**config.mk**
```make
export PLATFORM = sky130hd
export DESIGN_NAME = ex_branch_resolve
export DESIGN_NICKNAME = d
export VERILOG_FILES = /design/src/rtl/branch_pckg.sv /design/src/rtl/branch_bht.sv /design/src/rtl/ex_branch_resolve.sv
export SDC_FILE = /design/constraint.sdc
export NUM_CORES = 1
export LEC_CHECK = 0
export CORE_AREA = 8 8 221 223
export CTS_CLUSTER_DIAMETER = 40
export DETAILED_ROUTE_END_ITERATION = 7
export DIE_AREA = 0 0 229 231
export PLACE_DENSITY = 0.79
export SLEW_MARGIN = 5
export SYNTH_ARGS = -nofsm -noshare
export SYNTH_HDL_FRONTEND = slang
export SYNTH_SLANG_ARGS = --single-unit
```
**constraint.sdc**
```tcl
create_clock -name clk -period 7.2 [get_ports clk]
set_input_delay 1.44 -clock clk [delete_from_list [all_inputs] [get_ports clk]]
set_output_delay 1.44 -clock clk [all_outputs]
set_load 0.02 [all_outputs]
```
**src/rtl/branch_pckg.sv**
```systemverilog
// Shared types and constants for EX-stage branch resolution and the branch history table.
package branch_pckg;

  typedef enum logic [2:0] {
    BR_JAL  = 3'd0,
    BR_JALR = 3'd1,
    BR_BEQ  = 3'd2,
    BR_BNE  = 3'd3,
    BR_BLT  = 3'd4,
    BR_BGE  = 3'd5,
    BR_BLTU = 3'd6,
    BR_BGEU = 3'd7
  } br_op_e;

  localparam logic [1:0] BHT_RESET = 2'b01;
  localparam logic [1:0] SAT_MIN   = 2'b00;
  localparam logic [1:0] SAT_MAX   = 2'b11;

  localparam int STEP_COMPR = 2;
  localparam int STEP_FULL  = 4;

  function automatic logic is_cond_br(input br_op_e op);
    return (op != BR_JAL) && (op != BR_JALR);
  endfunction

endpackage

```
**src/rtl/branch_bht.sv**
```systemverilog
// 2-bit saturating branch history table: combinational lookup, synchronous training.
module branch_bht
  import branch_pckg::*;
#(
  parameter int ENTRIES = 16,
  parameter int IDX_W   = $clog2(ENTRIES)
) (
  input  logic             clk,
  input  logic             rst_n,
  input  logic [IDX_W-1:0] i_rd_idx,
  output logic             o_rd_taken,
  input  logic             i_wr_en,
  input  logic [IDX_W-1:0] i_wr_idx,
  input  logic             i_wr_taken
);

  logic [1:0] cnt_q [ENTRIES];
  logic [1:0] cnt_d [ENTRIES];

  // Lookup reads the registered array, so a same-cycle update is not bypassed.
  assign o_rd_taken = cnt_q[i_rd_idx][1];

  always_comb begin
    for (int i = 0; i < ENTRIES; i++) cnt_d[i] = cnt_q[i];
    if (i_wr_en) begin
      if (i_wr_taken) begin
        if (cnt_q[i_wr_idx] != SAT_MAX) cnt_d[i_wr_idx] = cnt_q[i_wr_idx] + 2'b01;
      end else begin
        if (cnt_q[i_wr_idx] != SAT_MIN) cnt_d[i_wr_idx] = cnt_q[i_wr_idx] - 2'b01;
      end
    end
  end

  always_ff @(posedge clk) begin
    if (!rst_n) begin
      for (int i = 0; i < ENTRIES; i++) cnt_q[i] <= BHT_RESET;
    end else begin
      for (int i = 0; i < ENTRIES; i++) cnt_q[i] <= cnt_d[i];
    end
  end

endmodule

```
**src/rtl/ex_branch_resolve.sv**
```systemverilog
// Registered EX branch/jump resolution with mispredict redirect and BHT training.
// Optional performance counters are enabled with BR_PERF_CNT_EN.
module ex_branch_resolve
  import branch_pckg::*;
#(
  parameter int XLEN        = 64,
  parameter int BHT_ENTRIES = 16,
  parameter int CNT_W       = 32
) (
  input  logic            clk,
  input  logic            rst_n,
  input  logic            i_valid,
  input  br_op_e          i_op,
  input  logic [XLEN-1:0] i_pc,
  input  logic [XLEN-1:0] i_rs1,
  input  logic [XLEN-1:0] i_rs2,
  input  logic [XLEN-1:0] i_imm,
  input  logic            i_is_compr,
  input  logic            i_pred_taken,
  input  logic [XLEN-1:0] i_pred_target,
  input  logic            i_stall,
  input  logic            i_flush,
  input  logic [XLEN-1:0] i_fetch_pc,
  output logic            o_fetch_pred_taken,
  output logic            o_valid,
  output logic [XLEN-1:0] o_link_data,
  output logic            o_link_wr,
  output logic            o_redirect,
  output logic [XLEN-1:0] o_redirect_pc,
  output logic [CNT_W-1:0] o_br_cnt,
  output logic [CNT_W-1:0] o_mispred_cnt
);

  localparam int IDX_W = $clog2(BHT_ENTRIES);

  logic [XLEN-1:0] fallthrough, br_target, jalr_target, target;
  logic            taken, mispred, accept, cond;

  logic            valid_q, valid_d;
  logic            link_wr_q, link_wr_d;
  logic            redirect_q, redirect_d;
  logic [XLEN-1:0] link_data_q, link_data_d;
  logic [XLEN-1:0] redirect_pc_q, redirect_pc_d;

  logic unused_pc_bits;
  assign unused_pc_bits = ^{i_fetch_pc[XLEN-1:IDX_W+1], i_fetch_pc[0],
                            i_pc[XLEN-1:IDX_W+1], i_pc[0]};

  always_comb begin
    fallthrough = i_pc + (i_is_compr ? XLEN'(STEP_COMPR) : XLEN'(STEP_FULL));
    br_target   = i_pc + (i_imm << 1);
    jalr_target = (i_rs1 + i_imm) & ~XLEN'(1);
    target      = br_target;
    taken       = 1'b0;
    unique case (i_op)
      BR_JAL:  taken = 1'b1;
      BR_JALR: begin taken = 1'b1; target = jalr_target; end
      BR_BEQ:  taken = (i_rs1 == i_rs2);
      BR_BNE:  taken = (i_rs1 != i_rs2);
      BR_BLT:  taken = ($signed(i_rs1) <  $signed(i_rs2));
      BR_BGE:  taken = ($signed(i_rs1) >= $signed(i_rs2));
      BR_BLTU: taken = (i_rs1 <  i_rs2);
      BR_BGEU: taken = (i_rs1 >= i_rs2);
      default: taken = 1'b0;
    endcase
    mispred = (taken != i_pred_taken) || (taken && (target != i_pred_target));
    cond    = is_cond_br(i_op);
    accept  = i_valid && !i_stall && !i_flush;
  end

  always_comb begin
    valid_d       = valid_q;
    link_wr_d     = link_wr_q;
    link_data_d   = link_data_q;
    redirect_pc_d = redirect_pc_q;
    redirect_d    = 1'b0;
    if (i_flush) begin
      valid_d   = 1'b0;
      link_wr_d = 1'b0;
    end else if (i_stall) begin
      valid_d   = valid_q;
    end else if (i_valid) begin
      valid_d       = 1'b1;
      link_wr_d     = !cond;
      link_data_d   = fallthrough;
      redirect_pc_d = taken ? target : fallthrough;
      redirect_d    = mispred;
    end else begin
      valid_d   = 1'b0;
      link_wr_d = 1'b0;
    end
  end

  always_ff @(posedge clk) begin
    if (!rst_n) begin
      valid_q       <= 1'b0;
      link_wr_q     <= 1'b0;
      redirect_q    <= 1'b0;
      link_data_q   <= '0;
      redirect_pc_q <= '0;
    end else begin
      valid_q       <= valid_d;
      link_wr_q     <= link_wr_d;
      redirect_q    <= redirect_d;
      link_data_q   <= link_data_d;
      redirect_pc_q <= redirect_pc_d;
    end
  end

  assign o_valid       = valid_q;
  assign o_link_wr     = link_wr_q;
  assign o_link_data   = link_data_q;
  assign o_redirect    = redirect_q;
  assign o_redirect_pc = redirect_pc_q;

  branch_bht #(.ENTRIES(BHT_ENTRIES), .IDX_W(IDX_W)) u_bht (
    .clk        (clk),
    .rst_n      (rst_n),
    .i_rd_idx   (i_fetch_pc[IDX_W:1]),
    .o_rd_taken (o_fetch_pred_taken),
    .i_wr_en    (accept && cond),
    .i_wr_idx   (i_pc[IDX_W:1]),
    .i_wr_taken (taken)
  );

`ifdef BR_PERF_CNT_EN
  logic [CNT_W-1:0] br_cnt_q, br_cnt_d, mispred_cnt_q, mispred_cnt_d;

  always_comb begin
    br_cnt_d      = br_cnt_q;
    mispred_cnt_d = mispred_cnt_q;
    if (accept && cond) br_cnt_d      = br_cnt_q + CNT_W'(1);
    if (accept && mispred) mispred_cnt_d = mispred_cnt_q + CNT_W'(1);
  end

  always_ff @(posedge clk) begin
    if (!rst_n) begin
      br_cnt_q      <= '0;
      mispred_cnt_q <= '0;
    end else begin
      br_cnt_q      <= br_cnt_d;
      mispred_cnt_q <= mispred_cnt_d;
    end
  end

  assign o_br_cnt      = br_cnt_q;
  assign o_mispred_cnt = mispred_cnt_q;
`else
  assign o_br_cnt      = '0;
  assign o_mispred_cnt = '0;
`endif

endmodule

```
* Word level (Yosys, flattened, before mapping) *
Memory sizes are Yosys's and may differ from the RTL's.
Index checks and enable logic that the tools add are counted.

word-level totals
  word-level logic and storage cells = 100
  RAM bits = 32
  memories kept = 1
  register bits = 131

memory list
  name         depth  bits a word  read ports  clocked after memory_dff  wr ports  line              text
  u_bht.cnt_q  16     2            18          0                         16        branch_bht.sv:17  logic [1:0] cnt_q [ENTRIES];

operators by class
  reductions and logical operators = 17
  bitwise logic cells = 21
  eq/ne operators = 13
  multiplexer cells = 32
  $lt $le $gt $ge = 6
  add/subtract/negate cells = 5

operators with widths
  kind                number
  $add 64x64->64      2
  $ge 64x64->1        2
  $lt 64x64->1        2
  $mux 32             4
  $mux 64             2
  $ne 64x64->1        2
  $add 64x3->64       1
  $bwmux 32           2
  $eq 64x64->1        1
  $mux 2              17
  $or 1x1->1          16
  $eq 3x3->1 const B  4
  $demux 2 s4         1
  $pmux 1 s7          1
  $eq 3x2->1 const B  2
  $logic_and 1x1->1   6
  $ge 5x5->1 const B  1
  $lt 5x1->1 const B  1
  $not 4->5           1
  $mux 1              4
  $not 1->1           4
  $reduce_or 2->1     2
  $reduce_or 4->1     1
  $eq 3x1->1 const B  1
  12 further kinds    14

* Logic depth before layout (Yosys ltp) *
  depth after elaboration = 10
  mapped depth = 16
  gate-level depth less buffers = 14

* By module *
From an unflattened synthesis, not the netlist that was laid out.

second synthesis, totals
  cell total of the unflattened synthesis = 3003
  area total of the unflattened synthesis = 21535.7 um^2

modules (own cells, without submodules)
  module             instances  seq. area each (um^2)  area an instance (um^2)  cells an instance
  ex_branch_resolve  1          2622.5                 19650.1                  2804
  branch_bht         1          640.6                  1885.6                   199

* Least setup slack after synthesis *
No wires, ideal clock.

  path type = input-to-reg
  start point = input port i_rs1[1]
  end point = register redirect_q, in the netlist o_redirect
  stages = 14
  arrival time = 4.632 ns
  library setup time = 0.127 ns
  data required time = 7.073 ns
  setup slack = 2.441 ns
  path through = inv_1 -> fa_1 -> nand2b_1 -> a211oi_2 -> o211ai_1 -> nand4_1 -> o32a_1 -> mux2i_1 -> or3_1 -> a2111oi_2 -> nand4_1 -> or4_1 -> nor4_1 -> a31oi_1

between the ends
  cells in the longest elaborated chain, start to end = 5
  elaborated cells on any way between the ends = 13
  classes of those cells = add/sub: 1; order compare: 4; eq/ne: 4; mux: 2; reduce/logical: 2

RTL lines
  what                  line                      text
  start, declared       ex_branch_resolve.sv:15   input logic [XLEN-1:0] i_rs1,
  $add 64x64->64        ex_branch_resolve.sv:52   jalr_target = (i_rs1 + i_imm) & ~XLEN'(1);
  $mux 64               ex_branch_resolve.sv:55   unique case (i_op)
  $ne 64x64->1          ex_branch_resolve.sv:66   mispred = (taken != i_pred_taken) || (taken && (target != i_pred_target));
  $logic_and 1x1->1     ex_branch_resolve.sv:66
  $logic_or 1x1->1 *    ex_branch_resolve.sv:66
  end signal, assigned  ex_branch_resolve.sv:104  redirect_q <= redirect_d;
  end, declared         ex_branch_resolve.sv:41   logic redirect_q, redirect_d;

Mark *: on every way between the ends. The rest lies on a longest branch, timed or not.
A chain may end at the register's enable or synchronous reset.

* Final worst setup path *
  start point = input port i_imm[2]
  end point = register redirect_q, in the netlist o_redirect

between the ends
  cells in the longest elaborated chain, start to end = 5
  elaborated cells on any way between the ends = 6
  classes of those cells = add/sub: 2; eq/ne: 1; mux: 1; reduce/logical: 2

RTL lines
  what                               line                                              text
  start, declared                    ex_branch_resolve.sv:17                           input logic [XLEN-1:0] i_imm,
  $add 64x64->64 (on tied branches)  ex_branch_resolve.sv:52, ex_branch_resolve.sv:51
  $mux 64 *                          ex_branch_resolve.sv:55
  $ne 64x64->1 *                     ex_branch_resolve.sv:66
  $logic_and 1x1->1 *                ex_branch_resolve.sv:66
  $logic_or 1x1->1 *                 ex_branch_resolve.sv:66

Marks and branches as above.

==> key figures <==
Pwr
  – P_leak: 10.5 nW
  – Peak supply drop: 0.159 mV
  – Pwr per Cell Area: 151 mW/mm^2

Clock network
  – Clock Path Buffers: 2
  – Post-CTS setup buffers: 0
  – Reg clk slew, reported paths: 60 ps
  – CTS root buffer: clkbuf_16
  – H-tree Lvls: 4
  – CTS Hold Bufs: 0
  – Clock sink total: 163
  – # resized after CTS: 0
  – CTS Buf Count: 17
  – Worst-Skew Late Latency: 460 ps
  – CTS tree: built

Yosys
  – Synth Area in XOR/XNOR: 9.32%
  – FF+latch count, synth: 163
  – Compound-Gate Fraction of Synth Area: 24.4%
  – Post-synth EDFFs: 0
  – Simple-gate share of the synthesized area: 25.3%
  – Top_reg_cell synth: dfxtp_1
  – Synth cell types: 105
  – Share of flip-flops with an asynchronous set or reset: 0%
  – Post-synthesis mux area share: 6.75%
  – Yosys warning count: 0
  – Area of the mapped netlist: 0.0214 mm^2
  – Largest family of logic cells by synthesized area: simple AND/OR/NAND/NOR gates
  – Seq/Total Area, Yosys: 15.2%
  – Avg Inst Size Synth: 7.18 um^2
  – Cells after synthesis: 2988
  – Adder-cell area share of the yosys netlist: 11.5%

Setup path
  – WP data arrival: 6370 ps
  – Setup crit end kind: flop
  – Req. time, crit path: 7530 ps
  – Crit Path Category: in2reg
  – Startpoint Class: primary input
  – Max FO, Critical Path: 5

Detailed routing
  – Drt total wl: 98500 um
  – DR WL/cell: 24.9 um
  – Iter 0 DRT Violations: 2436
  – Via/cell ratio: 6.19
  – Detail Route Antenna Nets: 0
  – Drt pass-1 iters: 6
  – DRC violation count after routing: 0
  – Vias: 24500

GRT
  – Global Route Usage Sum: 35.2%
  – Vias in the first global route: 23600
  – Total grt overflow: 0
  – Antenna violations before repair: 12
  – First-pass GRT wire length: 144000 um
  – Largest net degree at the start of global routing: 95

Finish
  – Most frequent cells in the layout: 465 x clkdlybuf4s50_1, 392 x nand2_1, 295 x a21oi_1, 271 x nor2_1, 192 x ha_1
  – P&R area growth vs syn: 24.9%
  – Commonest non-fill, non-tap cell in the layout: clkdlybuf4s50_1
  – Share of cells above drive strength 1: 4.00%
  – Fin nets: 3925

Worst hold path
  – HP Class: reg2reg

Placed design
  – Port bufs: 465
  – Post-detail-place hpwl: 82400 um
  – GPL Wtd Cong: 1.08

STA
  – Slew margin rel.: 17.5%
  – Setup_tns: 0 ps
  – Post-route clock period utilization: 83.8%
  – Final min period: 6040 ps
  – Hold Slack: 452 ps
  – Final setup violation count: 0
  – Fmax: 166 MHz
  – Endpoints failing hold: 0
  – Worst clock skew: 10.6 ps
  – RSZ-0062 raised after global routing: false
  – Worst-margin pin slew: 1230 ps
  – Final Slew Violations: 0

Floorplan
  – Die area: 0.0529 mm^2
  – Number of top-level pins: 590
  – Chip Width: 229 um
  – Starting Density: 47.6%
  – Die height: 231 um
  – Core ar.: 0.0451 mm^2
  – Row count: 78

Job
  – MaxCap Viol Count: 0

Outcome
  – Status: completed
[metal layers]
layer | vias up | GRT usage, % | part of all wire [%]
met5 | - | 0 | 0.089
met2 | 1282 | 57.8 | 45
li1 | 11500 | - | -
met3 | 310 | 7.41 | 8.3
met4 | 14 | 24.1 | 7.9
met1 | 11400 | 40.9 | 39
[power by group]
part / switching [mW] / internal (mW)
Combinational: 1.27 / 0.803
Sequential: 0.0221 / 0.940
Clock: 0.379 / 0.617
Total: 1.68 / 2.36
[state kept, by name, indices dropped and copies added, names as in the netlist, named ones only]
signal,count
o_link_data,64
o_redirect_pc,64
u_bht.cnt_q,16
o_link_wr,1
o_redirect,1
o_valid,1
[path summary, 6_finish.rpt]
path	start	end	slack (ps)	depth (start not counted)
worst max-delay path	i_imm[2]	o_redirect	1160	15
worst min-delay path	o_redirect_pc[52]	o_redirect_pc[52]	450	2
worst max register to register	flop	flop	3910	10
worst min register to register	o_redirect_pc[52]	o_redirect_pc[52]	450	2
[logic make-up after synthesis]
logic type / Yosys count
simple gates: 1125
buf+inv: 328
mux: 126
flops: 163
fa+ha+maj: 195
compound gates: 838
other cells: 1
xor+xnor: 212
[synthesized netlist by cell type (all sizes together) (24+ instances only)]
cell type / instances / area (um^2)
nor3: 70 / 350
buf: 84 / 591
nand4: 102 / 657
nand2b: 24 / 150
o21a: 38 / 285
and2: 26 / 165
or3: 27 / 170
nor4: 24 / 163
a21o: 28 / 214
xnor2: 103 / 902
o211ai: 32 / 240
a21oi: 298 / 1520
nand3: 68 / 340
nor2: 271 / 1020
and3: 24 / 154
o21ai: 195 / 976
ha: 192 / 2400
clkbuf: 141 / 621
inv: 101 / 379
dfxtp: 163 / 3260
nand2: 393 / 1480
a211oi: 73 / 553
a31oi: 27 / 169
xor2: 99 / 867
mux2i: 104 / 1040
[critical path, cell delays in order]
cell	delay (ps)
clkdlybuf4s50_1	510
ha_1	410
nand4_1	290
a2111oi_0	520
a211oi_1	140
o21ai_0	580
xor2_1	140
mux2i_1	590
xnor2_1	130
a311o_1	430
a2111oi_0	450
buf_4	210
nand4_1	170
nor4_1	260
a31oi_1	110
[per-stage QoR]
step | power [mW] | cell area, um^2 | cells | worst slack, ps | utilization (%)
after detailed placement | 3.00 | 26100 | 3917 | 836 | 58.0
after CTS | 4.00 | 26800 | 3949 | 1300 | 59.4
final | 4.04 | 26800 | 3956 | 1160 | 59.4
after global placement | 2.99 | 26100 | 3917 | 923 | 58.0
after global routing | 4.21 | 26800 | 3951 | 986 | 59.4
after floorplan | 2.23 | 21700 | 3051 | 2440 | -
[cell type report]
class | count | area [um^2]
fill | 4339 | 18300
timing repair buffer | 492 | 4890
tap | 600 | 751
clock buffer | 24 | 492
sequential | 163 | 3260
clock inverter | 8 | 148
multi-input combinational | 2560 | 16800
inverter | 102 | 385
antenna | 7 | 17.5
Note: power is estimated with default switching activity, not from simulation.
